[src/rtl/ram_stream_reader.sv]
// ram_stream_reader: walks a contiguous RAM address range through an
// asynchronous read port and streams each word out on a valid/ready
// interface (with last) through a 2-entry output buffer.
module ram_stream_reader #(
   parameter int DATA_W = 8,
   parameter int ADDR_W = 11,
   parameter int DEPTH  = 11
) (
   input  logic              i_clk,
   input  logic              i_rst,
   input  logic              i_start,
   input  logic [ADDR_W-1:0] i_base,
   input  logic [ADDR_W-1:0] i_len,
   output logic              o_busy,
   output logic              o_done,
   output logic              o_err,
   output logic [ADDR_W-1:0] o_ram_ra,
   input  logic [DATA_W-1:0] i_ram_rd,
   output logic [DATA_W-1:0] o_m_data,
   output logic              o_m_valid,
   input  logic              i_m_ready,
   output logic              o_m_last
);

   typedef enum logic [1:0] {
      S_IDLE  = 2'd0,
      S_READ  = 2'd1,
      S_DRAIN = 2'd2,
      S_FIN   = 2'd3
   } state_t;

   localparam logic [ADDR_W-1:0] LP_ONE   = {{(ADDR_W-1){1'b0}}, 1'b1};
   localparam logic [ADDR_W:0]   LP_DEPTH = (ADDR_W+1)'(DEPTH);

   state_t              r_state;
   state_t              w_state_nxt;
   logic [ADDR_W-1:0]   r_addr;
   logic [ADDR_W-1:0]   r_rem;
   logic                r_err;
   logic [1:0]          r_cnt;
   logic                r_rd_ptr;
   logic                r_wr_ptr;
   logic [DATA_W-1:0]   r_buf_data [0:1];
   logic                r_buf_last [0:1];

   logic [ADDR_W:0]     w_end;
   logic                w_len_zero;
   logic                w_range_bad;
   logic                w_accept;
   logic                w_last_fetch;
   logic                w_pop;
   logic                w_push;

   // Range check is one bit wider than the address so base+len cannot wrap.
   assign w_end        = {1'b0, i_base} + {1'b0, i_len};
   assign w_len_zero   = (i_len == {ADDR_W{1'b0}});
   assign w_range_bad  = (w_end > LP_DEPTH);
   assign w_accept     = (r_state == S_IDLE) && i_start;
   assign w_last_fetch = (r_rem == LP_ONE);

   // Stream outputs come straight from the buffer head; last is qualified by valid.
   assign o_m_valid = (r_cnt != 2'd0);
   assign o_m_data  = r_buf_data[r_rd_ptr];
   assign o_m_last  = o_m_valid && r_buf_last[r_rd_ptr];
   assign o_ram_ra  = r_addr;
   assign o_busy    = (r_state != S_IDLE);
   assign o_done    = (r_state == S_FIN);
   assign o_err     = (r_state == S_FIN) && r_err;

   // Handshake and fetch decisions: fetch while buffer has room, or is full but draining.
   always_comb begin
      w_pop  = 1'b0;
      w_push = 1'b0;
      if (o_m_valid && i_m_ready) begin
         w_pop = 1'b1;
      end else begin
         w_pop = 1'b0;
      end
      if (r_state == S_READ) begin
         if (r_cnt < 2'd2) begin
            w_push = 1'b1;
         end else begin
            w_push = w_pop;
         end
      end else begin
         w_push = 1'b0;
      end
   end

   // Next-state logic for the command sequencer.
   always_comb begin
      w_state_nxt = r_state;
      case (r_state)
         S_IDLE: begin
            if (i_start) begin
               if (w_len_zero || w_range_bad) begin
                  w_state_nxt = S_FIN;
               end else begin
                  w_state_nxt = S_READ;
               end
            end else begin
               w_state_nxt = S_IDLE;
            end
         end
         S_READ: begin
            if (w_push && w_last_fetch) begin
               w_state_nxt = S_DRAIN;
            end else begin
               w_state_nxt = S_READ;
            end
         end
         S_DRAIN: begin
            if (w_pop && (r_cnt == 2'd1)) begin
               w_state_nxt = S_FIN;
            end else begin
               w_state_nxt = S_DRAIN;
            end
         end
         S_FIN: begin
            w_state_nxt = S_IDLE;
         end
         default: begin
            w_state_nxt = S_IDLE;
         end
      endcase
   end

   // State register.
   always_ff @(posedge i_clk) begin
      if (i_rst) begin
         r_state <= S_IDLE;
      end else begin
         r_state <= w_state_nxt;
      end
   end

   // Command registers: address walker, remaining count and pending error flag.
   always_ff @(posedge i_clk) begin
      if (i_rst) begin
         r_addr <= {ADDR_W{1'b0}};
         r_rem  <= {ADDR_W{1'b0}};
         r_err  <= 1'b0;
      end else if (w_accept) begin
         r_err <= (!w_len_zero) && w_range_bad;
         if (!w_len_zero && !w_range_bad) begin
            r_addr <= i_base;
            r_rem  <= i_len;
         end
      end else if (w_push) begin
         r_addr <= r_addr + LP_ONE;
         r_rem  <= r_rem - LP_ONE;
      end
   end

   // Two-entry output FIFO; a push and pop in the same cycle keep the count.
   always_ff @(posedge i_clk) begin
      if (i_rst) begin
         r_cnt         <= 2'd0;
         r_rd_ptr      <= 1'b0;
         r_wr_ptr      <= 1'b0;
         r_buf_data[0] <= {DATA_W{1'b0}};
         r_buf_data[1] <= {DATA_W{1'b0}};
         r_buf_last[0] <= 1'b0;
         r_buf_last[1] <= 1'b0;
      end else begin
         if (w_push) begin
            r_buf_data[r_wr_ptr] <= i_ram_rd;
            r_buf_last[r_wr_ptr] <= w_last_fetch;
            r_wr_ptr             <= ~r_wr_ptr;
         end
         if (w_pop) begin
            r_rd_ptr <= ~r_rd_ptr;
         end
         case ({w_push, w_pop})
            2'b10:   r_cnt <= r_cnt + 2'd1;
            2'b01:   r_cnt <= r_cnt - 2'd1;
            default: r_cnt <= r_cnt;
         endcase
      end
   end

endmodule
[config.mk]
export PLATFORM = sky130hd
export DESIGN_NAME = ram_stream_reader
export DESIGN_NICKNAME = d
export VERILOG_FILES = /design/src/rtl/ram_stream_reader.sv
export SDC_FILE = /design/constraint.sdc
export NUM_CORES = 1
export LEC_CHECK = 0
export BUFFER_PORTS_ARGS = -buffer_cell sky130_fd_sc_hd__buf_2
export CAP_MARGIN = 20
export CORE_ASPECT_RATIO = 1.2
export CORE_MARGIN = 3
export CORE_UTILIZATION = 50
export CTS_CLUSTER_DIAMETER = 120
export DETAILED_ROUTE_END_ITERATION = 10
export GPL_TIMING_DRIVEN = 0
export PLACE_DENSITY_LB_ADDON = 0.1
export SLEW_MARGIN = 20
export SYNTH_ARGS = -nofsm -noshare
export SYNTH_HDL_FRONTEND = slang
export SYNTH_SLANG_ARGS = --single-unit
[constraint.sdc]
create_clock -name i_clk -period 7.2 [get_ports i_clk]
set_input_delay 0.72 -clock i_clk [delete_from_list [all_inputs] [get_ports i_clk]]
set_output_delay 0.72 -clock i_clk [all_outputs]
set_load 0.05 [all_outputs]
======== Yosys cells after proc, flatten, opt, wreduce, memory -nomap -nowiden ========
Memory sizes are Yosys's and may differ from the RTL's. A register that Yosys moved wholly into a read port is not among the register bits.
Index checks and enable logic that the tools add are counted.
word-level totals
  RAM bits ................................ 18
  register bits ........................... 29
  bits in latches ......................... 0
  output and inout port bits .............. 24
  ROM bits ................................ 0
  memories ................................ 2
operators by class
  equality and inequality tests ........... 8
  shift-type cells ........................ 0
  bitwise logic cells ..................... 2
  div/mod/pow operators ................... 0
  muxes and demuxes ....................... 30
  magnitude comparators ................... 2
  multiply operators ...................... 0
  reductions and logical operators ........ 20
  add/subtract/negate cells ............... 5
memories
  name        words  width  read ports  clocked after Yosys merged registers in  write ports  RTL line  text
  r_buf_data  2      8      1           1                                        2            43        logic [DATA_W-1:0] r_buf_data [0:1];
  r_buf_last  2      1      1           1                                        2            44        logic r_buf_last [0:1];
operator list
  kind                   count
  $mux 11                6
  $mux 1                 18
  $add 11x11->12         1
  $gt 12x4->1 const B    1
  $add 11x1->11 const B  1
  $eq 11x1->1 const B    1
  $logic_not 11->1       1
  $sub 11x1->11 const B  1
  $logic_and 1x1->1      8
  $mux 8                 1
  $pmux 2 s4             1
  $reduce_bool 2->1      4
  $reduce_or 8->1        1
  $eq 2x1->1 const B     3
  $eq 2x2->1 const B     3
  $mux 2                 3
  $pmux 2 s2             1
  $add 2x1->2 const B    1
  $logic_not 1->1        2
  $logic_not 2->1        1
  $lt 2x2->1 const B     1
  $ne 2x1->1 const B     1
  $not 1->1              2
  $reduce_and 2->1       1
  3 further kinds        3

======== Logic depth before layout (Yosys ltp) ========
Gate-level depths: netlist of run 1.
  depth after elaboration ................. 10
  depth in mapped cells ................... 11

======== Worst setup path before layout of run 1 ========
No wires, ideal clock.
  path kind ............................... in2reg
  start ................................... input port i_base[0]
  end ..................................... register r_addr[1], in the netlist o_ram_ra[1]
  setup time .............................. 0.115 ns
  data arrival time ....................... 2.995 ns
  buffers on the path ..................... 1
  setup slack ............................. 4.090 ns
  stages .................................. 11
  path through ............................ ha_1 > fa_1 > a211oi_4 > o21ai_2 > a41oi_2 > xor2_1 > o211a_2 > a31oi_4 > buf_6 > nor3_2 > a31o_1
between the ends
  cells in the longest elaborated chain, start to end .. 6
ends and longest elaborated chain
  item                        RTL line  text
  from (decl)                 12        input logic [ADDR_W-1:0] i_base,
  $add 11x11->12              55        assign w_end = {1'b0, i_base} + {1'b0, i_len};
  $gt 12x4->1                 57        assign w_range_bad = (w_end > LP_DEPTH);
  $logic_not 1->1             145       if (!w_len_zero && !w_range_bad) begin
  $logic_and 1x1->1           145
  $ne 2x1->1 (no line)        n/a
  $reduce_and 2->1 (no line)  n/a
  to (signal assigned)        140       r_addr <= {ADDR_W{1'b0}};
  to (signal assigned)        146       r_addr <= i_base;
  to (signal assigned)        150       r_addr <= r_addr + LP_ONE;
  to (decl)                   37        logic [ADDR_W-1:0] r_addr;
Every way passes these cells.
A chain may end at the register's enable or synchronous reset.

======== Final worst setup path of run 1 ========
  start ................................... input port i_len[0]
  end ..................................... register r_addr[0], in the netlist o_ram_ra[0]
between the ends
  cells in the longest elaborated chain, start to end .. 6
ends and longest elaborated chain
  item                            RTL line  text
  from (decl)                     13        input logic [ADDR_W-1:0] i_len,
  $add 11x11->12                  55
  $gt 12x4->1                     57
  $logic_not 1->1                 145
  $logic_and 1x1->1 (*)           145
  $ne 2x1->1 (no line) (*)        n/a
  $reduce_and 2->1 (no line) (*)  n/a
Mark *: on every way between the ends. The rest lies on a longest branch, timed or not.

==> results of run 1 <==
cells in the mapped netlist, drive strengths merged (9+ instances only):
| cell | count | share of area (%) |
|---|---|---|
| nor3 | 16 | 2.6 |
| mux2 | 9 | 3.2 |
| nor2 | 37 | 4.3 |
| xor2 | 10 | 2.7 |
| nand3 | 10 | 1.6 |
| ha | 17 | 6.6 |
| inv | 14 | 1.6 |
| o21ai | 19 | 3.3 |
| dfxtp | 30 | 19 |
| and2 | 20 | 3.9 |
| a21oi | 33 | 5.5 |
| edfxtp | 18 | 17 |
| nand2 | 26 | 3.0 |
| clkbuf | 12 | 1.4 |
cells by family (layout without fill, tap and decap cells):
kind of cell             after synthesis  in the layout  share of synthesized area (%)
multiplexers                          14             14                          4.706
AND/OR/NAND/NOR                      141            141                          21.98
XOR/XNOR                              12             12                          3.267
adder cells (fa/ha/maj)               18             18                          7.234
buffers and inverters                 34             99                          4.978
flip-flops                            48             48                          35.47
AO/OA/AOI/OAI                        101            101                          22.37
registers in the layout, summed over array words and instances (netlist names), named ones only:
signal      cells
r_buf_data     16
o_ram_ra       11
r_rem          11
r_buf_last      2
r_cnt           2
r_state         2
r_err           1
r_rd_ptr        1
r_wr_ptr        1
critical path: cells and delay by family:
kind / cells / cell delay [ns]
adders and majority gates: 2 / 0.68
AOI/OAI and AO/OA: 7 / 1.56
and+or+nand+nor: 1 / 0.13
buffers and inverters: 2 / 0.35
power breakdown:
group / total, uW / internal, uW / switching, uW
combinational: 430 / 151 / 279
sequential: 345 / 318 / 26.4
clock: 205 / 105 / 100
total: 980 / 574 / 405
area by class of cell:
cell class	count	area, um2	share of cell area (%)
Inverter	14	52.55	1.413
Timing Repair Buffer	57	285.3	7.669
Multi-Input combinational cell	286	1916	51.50
Tap cell	82	102.6	2.758
Buffer	20	107.6	2.893
Clock inverter	3	46.29	1.245
Sequential cell	48	1141	30.68
Clock buffer	5	68.82	1.850
cell usage in the layout (no fill, tap or decap), types with 5 or more instances in the layout:
master | netlist | layout
xor2_1 | 10 | 10
mux2_2 | 9 | 9
nor3_1 | 15 | 15
inv_1 | 14 | 14
nor4_1 | 8 | 8
buf_2 | 2 | 59
nand3_1 | 10 | 10
a21oi_1 | 30 | 30
clkbuf_8 | 0 | 5
dfxtp_1 | 30 | 30
ha_1 | 17 | 17
a31oi_1 | 5 | 5
edfxtp_1 | 18 | 18
o22a_1 | 7 | 7
and2_1 | 19 | 19
a211oi_1 | 5 | 5
nand2_1 | 26 | 26
mux2i_1 | 5 | 5
o21ai_0 | 15 | 14
clkbuf_1 | 12 | 12
nor2_1 | 37 | 37
layer usage:
metal / GRT usage (%) / vias to the layer above / share of wire [%]
li1: - / 1476 / -
met1: 25.99 / 1462 / 38
met2: 44.80 / 118 / 52
met3: 4.127 / 24 / 5.8
met4: 11.60 / 0 / 3.5
met5: 0 / - / 0
stage by stage:
step	total power, uW	worst slack [ns]	instances
finish	979.5	3.934	515
global route	1031	3.838	515
CTS	976.1	3.944	515
detailed placement	774.9	3.625	507
global placement	766.8	3.630	507
floorplan	677.8	4.090	368
final timing paths:
path             from               end  cells after the start
min reg2reg  r_rem[6]          r_rem[6]                      2
min          r_rem[6]          r_rem[6]                      2
max reg2reg  r_cnt[0]  r_buf_data[1][5]                     10
max          i_len[0]       o_ram_ra[0]                     12
==> flow_summary.json, run 1 <==
{
  "clk_pin_slew_worst_paths_ns": 0.10,
  "post_route_cells_drive_above_1_share_pct": 22.86,
  "drt_iter0_drc": 180,
  "fmax_ghz": 0.3062,
  "tightest_slew_ns": 0.8060,
  "antenna_found_initial": 0,
  "finalMaxSlewViolations": 0,
  "hp-class": "reg2reg",
  "dieArea_um2": 7436,
  "grt_pass1_wl_um": 13950,
  "stdcell_area_um2": 3720,
  "cts.sink_count": 48,
  "htreeDepth": 2,
  "pin_count": 58,
  "avgSynthCellArea_um2": 8.741,
  "rows": 31,
  "syn_inst": 368,
  "min_period_ns": 3.266,
  "rsz0062_at_grt": "no",
  "cts_root_buf": "clkbuf_8",
  "cp-start-kind": "primary input",
  "async_flop_share_pct": 0,
  "syn-cell-area_um2": 3217,
  "crit_path_max_incr_delay_ns": 0.45,
  "tritoncts": "built",
  "hold_slack_ns": 0.4833,
  "clock_latency_ns": 0.31,
  "layout.nets": 484,
  "wirelength_um": 8804,
  "cts_made_buffers": 5,
  "route.vias.total": 3080,
  "cap_violations": 0,
  "drc_errors": 0,
  "io_buffers": 57,
  "synth_edf_count": 18,
  "clockBufferDepth": 2,
  "gp_congestion": 0.8512,
  "dp_hpwl_um": 6686,
  "grt_start_max_net_pins": 17,
  "nFillCells": 595,
  "final-hold-violation-count": 0,
  "viasPerCell": 5.981,
  "area_growth_pct": 15.64,
  "path_class": "in2reg",
  "yosys_most_used_dff": "dfxtp_1",
  "slowest_stage": "fa_1",
  "status": "complete, no violations",
  "clock_skew_ns": 0.004962,
  "final_core_util_pct": 60.70,
  "final-setup-viol-count": 0,
  "cp_max_fo": 10,
  "post_cts_buffers": 0,
  "cts_hold_buffers": 0,
  "relSlewSlack_pct": 45.90,
  "ys_types": 63,
  "syn-num-nets": 420,
  "core_um2": 6128,
  "globalRouteOverflowTotal": 0,
  "required_ns": 7.38,
  "reg2reg_slack_ns": 4.41,
  "wl_per_cell_um": 17.10,
  "peakVddDrop_mv": 0.1267,
  "synth_seq_area_share_pct": 35.47,
  "start_util_pct": 52.49,
  "p_leak_uw": 0.001531,
  "yosys_warnings": 0,
  "grt_usage_pct": 24.09,
  "fp.dieH_um": 93.87,
  "crit_chain": "buf_2, ha_1, fa_1, a211oi_4, o211a_1, o211ai_1, a32o_1, o2111a_2, a31oi_4, buf_6, nand3b_1, a21oi_1",
  "post-route-period-util_pct": 45.37,
  "place_area_um2": 3605,
  "ys_ff_latch": 48,
  "cp_data_arrival_time_ns": 3.44,
  "n_antenna_cell": 0,
  "grt_pass1_vias": 2918,
  "ctsResizeCount": 0,
  "cellPowerDensity_nw_per_um2": 263.3,
  "drt_first_pass_iters": 5,
  "detail-route-antenna-nets": 0,
  "die_w_um": 79.22,
  "setup_tns_ns": 0,
  "worstSetupEndpointType": "flop"
}
(Power assumes the default switching activity.)
==> inputs of run 2 (changes only) <==
--- a/config.mk
+++ b/config.mk
@@ -5,6 +5,7 @@
 export SDC_FILE = /design/constraint.sdc
 export NUM_CORES = 1
 export LEC_CHECK = 0
+export ABC_AREA = 1
 export BUFFER_PORTS_ARGS = -buffer_cell sky130_fd_sc_hd__buf_2
 export CAP_MARGIN = 20
 export CORE_ASPECT_RATIO = 1.2
==> constraint.sdc (replaced) <==
create_clock -name i_clk -period 3 [get_ports i_clk]
set_input_delay 0.3 -clock i_clk [delete_from_list [all_inputs] [get_ports i_clk]]
set_output_delay 0.3 -clock i_clk [all_outputs]
set_load 0.05 [all_outputs]
==> flow_summary.json, run 2 <==
{
  "cp_data_arrival_time_ns": 2.71,
  "async_flop_share_pct": 0,
  "rows": 32,
  "worst_r2r_startpoint": "r_cnt[1]",
  "clockBufferDepth": 2,
  "antenna_found_initial": 0,
  "min_period_ns": 2.499,
  "yosys_warnings": 0,
  "avgSynthCellArea_um2": 6.580,
  "worstSetupEndpointType": "flop",
  "synth_top_area_cell": "dfxtp_1",
  "ys_types": 36,
  "p_leak_uw": 0.002055,
  "cellPowerDensity_nw_per_um2": 653.1,
  "viasPerCell": 5.017,
  "r2r_cells": 10,
  "die_w_um": 81.30,
  "final-setup-viol-count": 0,
  "synthTopCellsByArea": "dfxtp_1 (18%), nand2_1 (17%), edfxtp_1 (16%), nor2_1 (10%), inv_1 (6.7%)",
  "grt_pass1_wl_um": 13990,
  "worst_slack_ns": 0.5007,
  "area_growth_pct": 14.53,
  "fp.dieH_um": 96.36,
  "clock_latency_ns": 0.30,
  "dp_cells": 658,
  "peakVddDrop_mv": 0.3677,
  "wl_per_cell_um": 12.67,
  "largest_reg_flops": 16,
  "syn_inst": 517,
  "route.vias.total": 3341,
  "drc_errors": 0,
  "drt_first_pass_iters": 4,
  "cts_made_buffers": 5,
  "cp-start-kind": "primary input",
  "hp-start": "i_ram_rd[7]",
  "hp-class": "in2reg",
  "start_util_pct": 52.13,
  "io_buffers": 56,
  "detail-route-antenna-nets": 0,
  "clock_skew_ns": 0.004549,
  "layout.nets": 632,
  "setup_tns_ns": 0,
  "grt_pass1_vias": 3137,
  "tritoncts": "built",
  "cts.sink_count": 48,
  "post-route-period-util_pct": 83.31,
  "crit_chain": "buf_2, ha_1, fa_1, nand2_1, nand2_1, nand3b_1, nand3_1, nor2_1, nand4_1, nor2_2, nand4_4, nand2_4, buf_6, nand2_1, nand2_1, nor2_1",
  "cap_violations": 0,
  "dieArea_um2": 7834,
  "rsz0062_at_grt": "no",
  "final-hold-violation-count": 0,
  "tightest_slew_ns": 0.5479,
  "cts_hold_buffers": 0,
  "final_common_cell": "nand2_1",
  "slowest_stage": "fa_1",
  "final_cell_mix": "nand2_1 (157), nor2_1 (93), inv_1 (61)",
  "clk_pin_slew_worst_paths_ns": 0.09,
  "synth_edf_count": 18,
  "dp_slack_ns": 0.1980,
  "timing.rr.end": "r_buf_data[0][4]",
  "post_route_cells_drive_above_1_share_pct": 13.77,
  "crit_path_max_incr_delay_ns": 0.49,
  "finalNonFillerCells": 666,
  "gp_congestion": 0.8619,
  "grt_start_max_net_pins": 15,
  "status": "complete, no violations",
  "n_antenna_cell": 0,
  "relSlewSlack_pct": 63.23,
  "syn-num-nets": 569,
  "regMostFlops": "r_buf_data",
  "ctsResizeCount": 0,
  "required_ns": 3.21,
  "synth.top_cell.area_share_pct": 17.65,
  "dp_hpwl_um": 6783,
  "syn-cell-area_um2": 3402,
  "path_class": "in2reg",
  "core_um2": 6526,
  "synth.most_common_cell": "nand2_1",
  "htreeDepth": 2,
  "min_path_cells": 3,
  "worst_path_most_repeated_cell": "nand2_1",
  "globalRouteOverflowTotal": 0,
  "hold_end": "r_buf_data[1][7]",
  "post_cts_buffers": 0,
  "synth_top_cells_by_count": "nand2_1 (157), nor2_1 (93), inv_1 (61), dfxtp_1 (30), nand3_1 (28)",
  "cts_root_buf": "clkbuf_8",
  "drt_iter0_drc": 143,
  "grt_usage_pct": 22.98,
  "yosys_most_used_dff": "dfxtp_1",
  "fmax_ghz": 0.4001,
  "finalMaxSlewViolations": 0,
  "totalPowerFinal_uw": 2545,
  "cp_max_fo": 10,
  "synth_seq_area_share_pct": 33.54,
  "wirelength_um": 8437,
  "pin_count": 58,
  "reg2reg_slack_ns": 0.54,
  "ys_ff_latch": 48
}
[run 2: logic make-up after synthesis]
group                    synth area share, %
adder cells (fa/ha/maj)                6.841
flip-flops                             33.54
multiplexers                           1.765
buffers and inverters                  9.636
AND/OR/NAND/NOR                        38.25
XOR/XNOR                               3.090
AO/OA/AOI/OAI                          6.877
[run 2: metrics by stage]
| stage | util [%] | hold WS (ns) | instance area, um2 |
|---|---|---|---|
| 2_1_floorplan | - | 0.4453 | 3402 |
| 3_3_place_gp | 58.05 | 0.4544 | 3789 |
| 3_5_place_dp | 58.05 | 0.4599 | 3789 |
| 4_1_cts | 59.70 | 0.3054 | 3896 |
| 5_1_grt | 59.70 | 0.3090 | 3896 |
| 6_report | 59.70 | 0.3102 | 3896 |
[run 2: critical path: cells and delay by family]
| family | cells | cell delay [ns] |
|---|---|---|
| buffers and inverters | 2 | 0.27 |
| adder cells (fa/ha/maj) | 2 | 0.76 |
| AND/OR/NAND/NOR | 12 | 1.38 |
[run 2: how the worst max path moves through the flow]
stage	from	to	slack, ns	cells past startpoint
6_report	i_base[0]	o_ram_ra[7]	0.50	16
5_1_grt	r_cnt[1]	r_buf_data[0][6]	0.25	10
4_1_cts	i_base[0]	o_ram_ra[7]	0.50	16
3_5_place_dp	i_base[0]	o_ram_ra[7]	0.20	16
3_3_place_gp	i_base[0]	r_rem[1]	0.21	16
2_1_floorplan	r_cnt[1]	r_buf_data[0][0]	0.76	10
[run 2: area by class of cell]
| type | instances | area [um2] |
|---|---|---|
| Buffer | 14 | 76.32 |
| Clock buffer | 6 | 72.57 |
| Clock inverter | 2 | 35.03 |
| Fill cell | 655 | 2630 |
| Inverter | 67 | 251.5 |
| Multi-Input combinational cell | 388 | 1933 |
| Sequential cell | 48 | 1141 |
| Tap cell | 85 | 106.4 |
| Timing Repair Buffer | 56 | 280.3 |
[run 2: layer usage]
metal  track usage (%)  vias to the layer above  part of all wire (%)
met3             3.184                       25                   3.1
met5                 0                        -                     0
met4             10.28                        0                   3.6
met1             24.49                     1491                    40
met2             43.89                       67                    53
li1                  -                     1758                     -
[run 2: power by group]
part / switching, uW / total (uW) / leakage, uW / internal [uW]
clock network: 215 / 462 / 0.0000552 / 247
registers: 81.7 / 863 / 0.000433 / 781
logic: 840 / 1220 / 0.00157 / 380
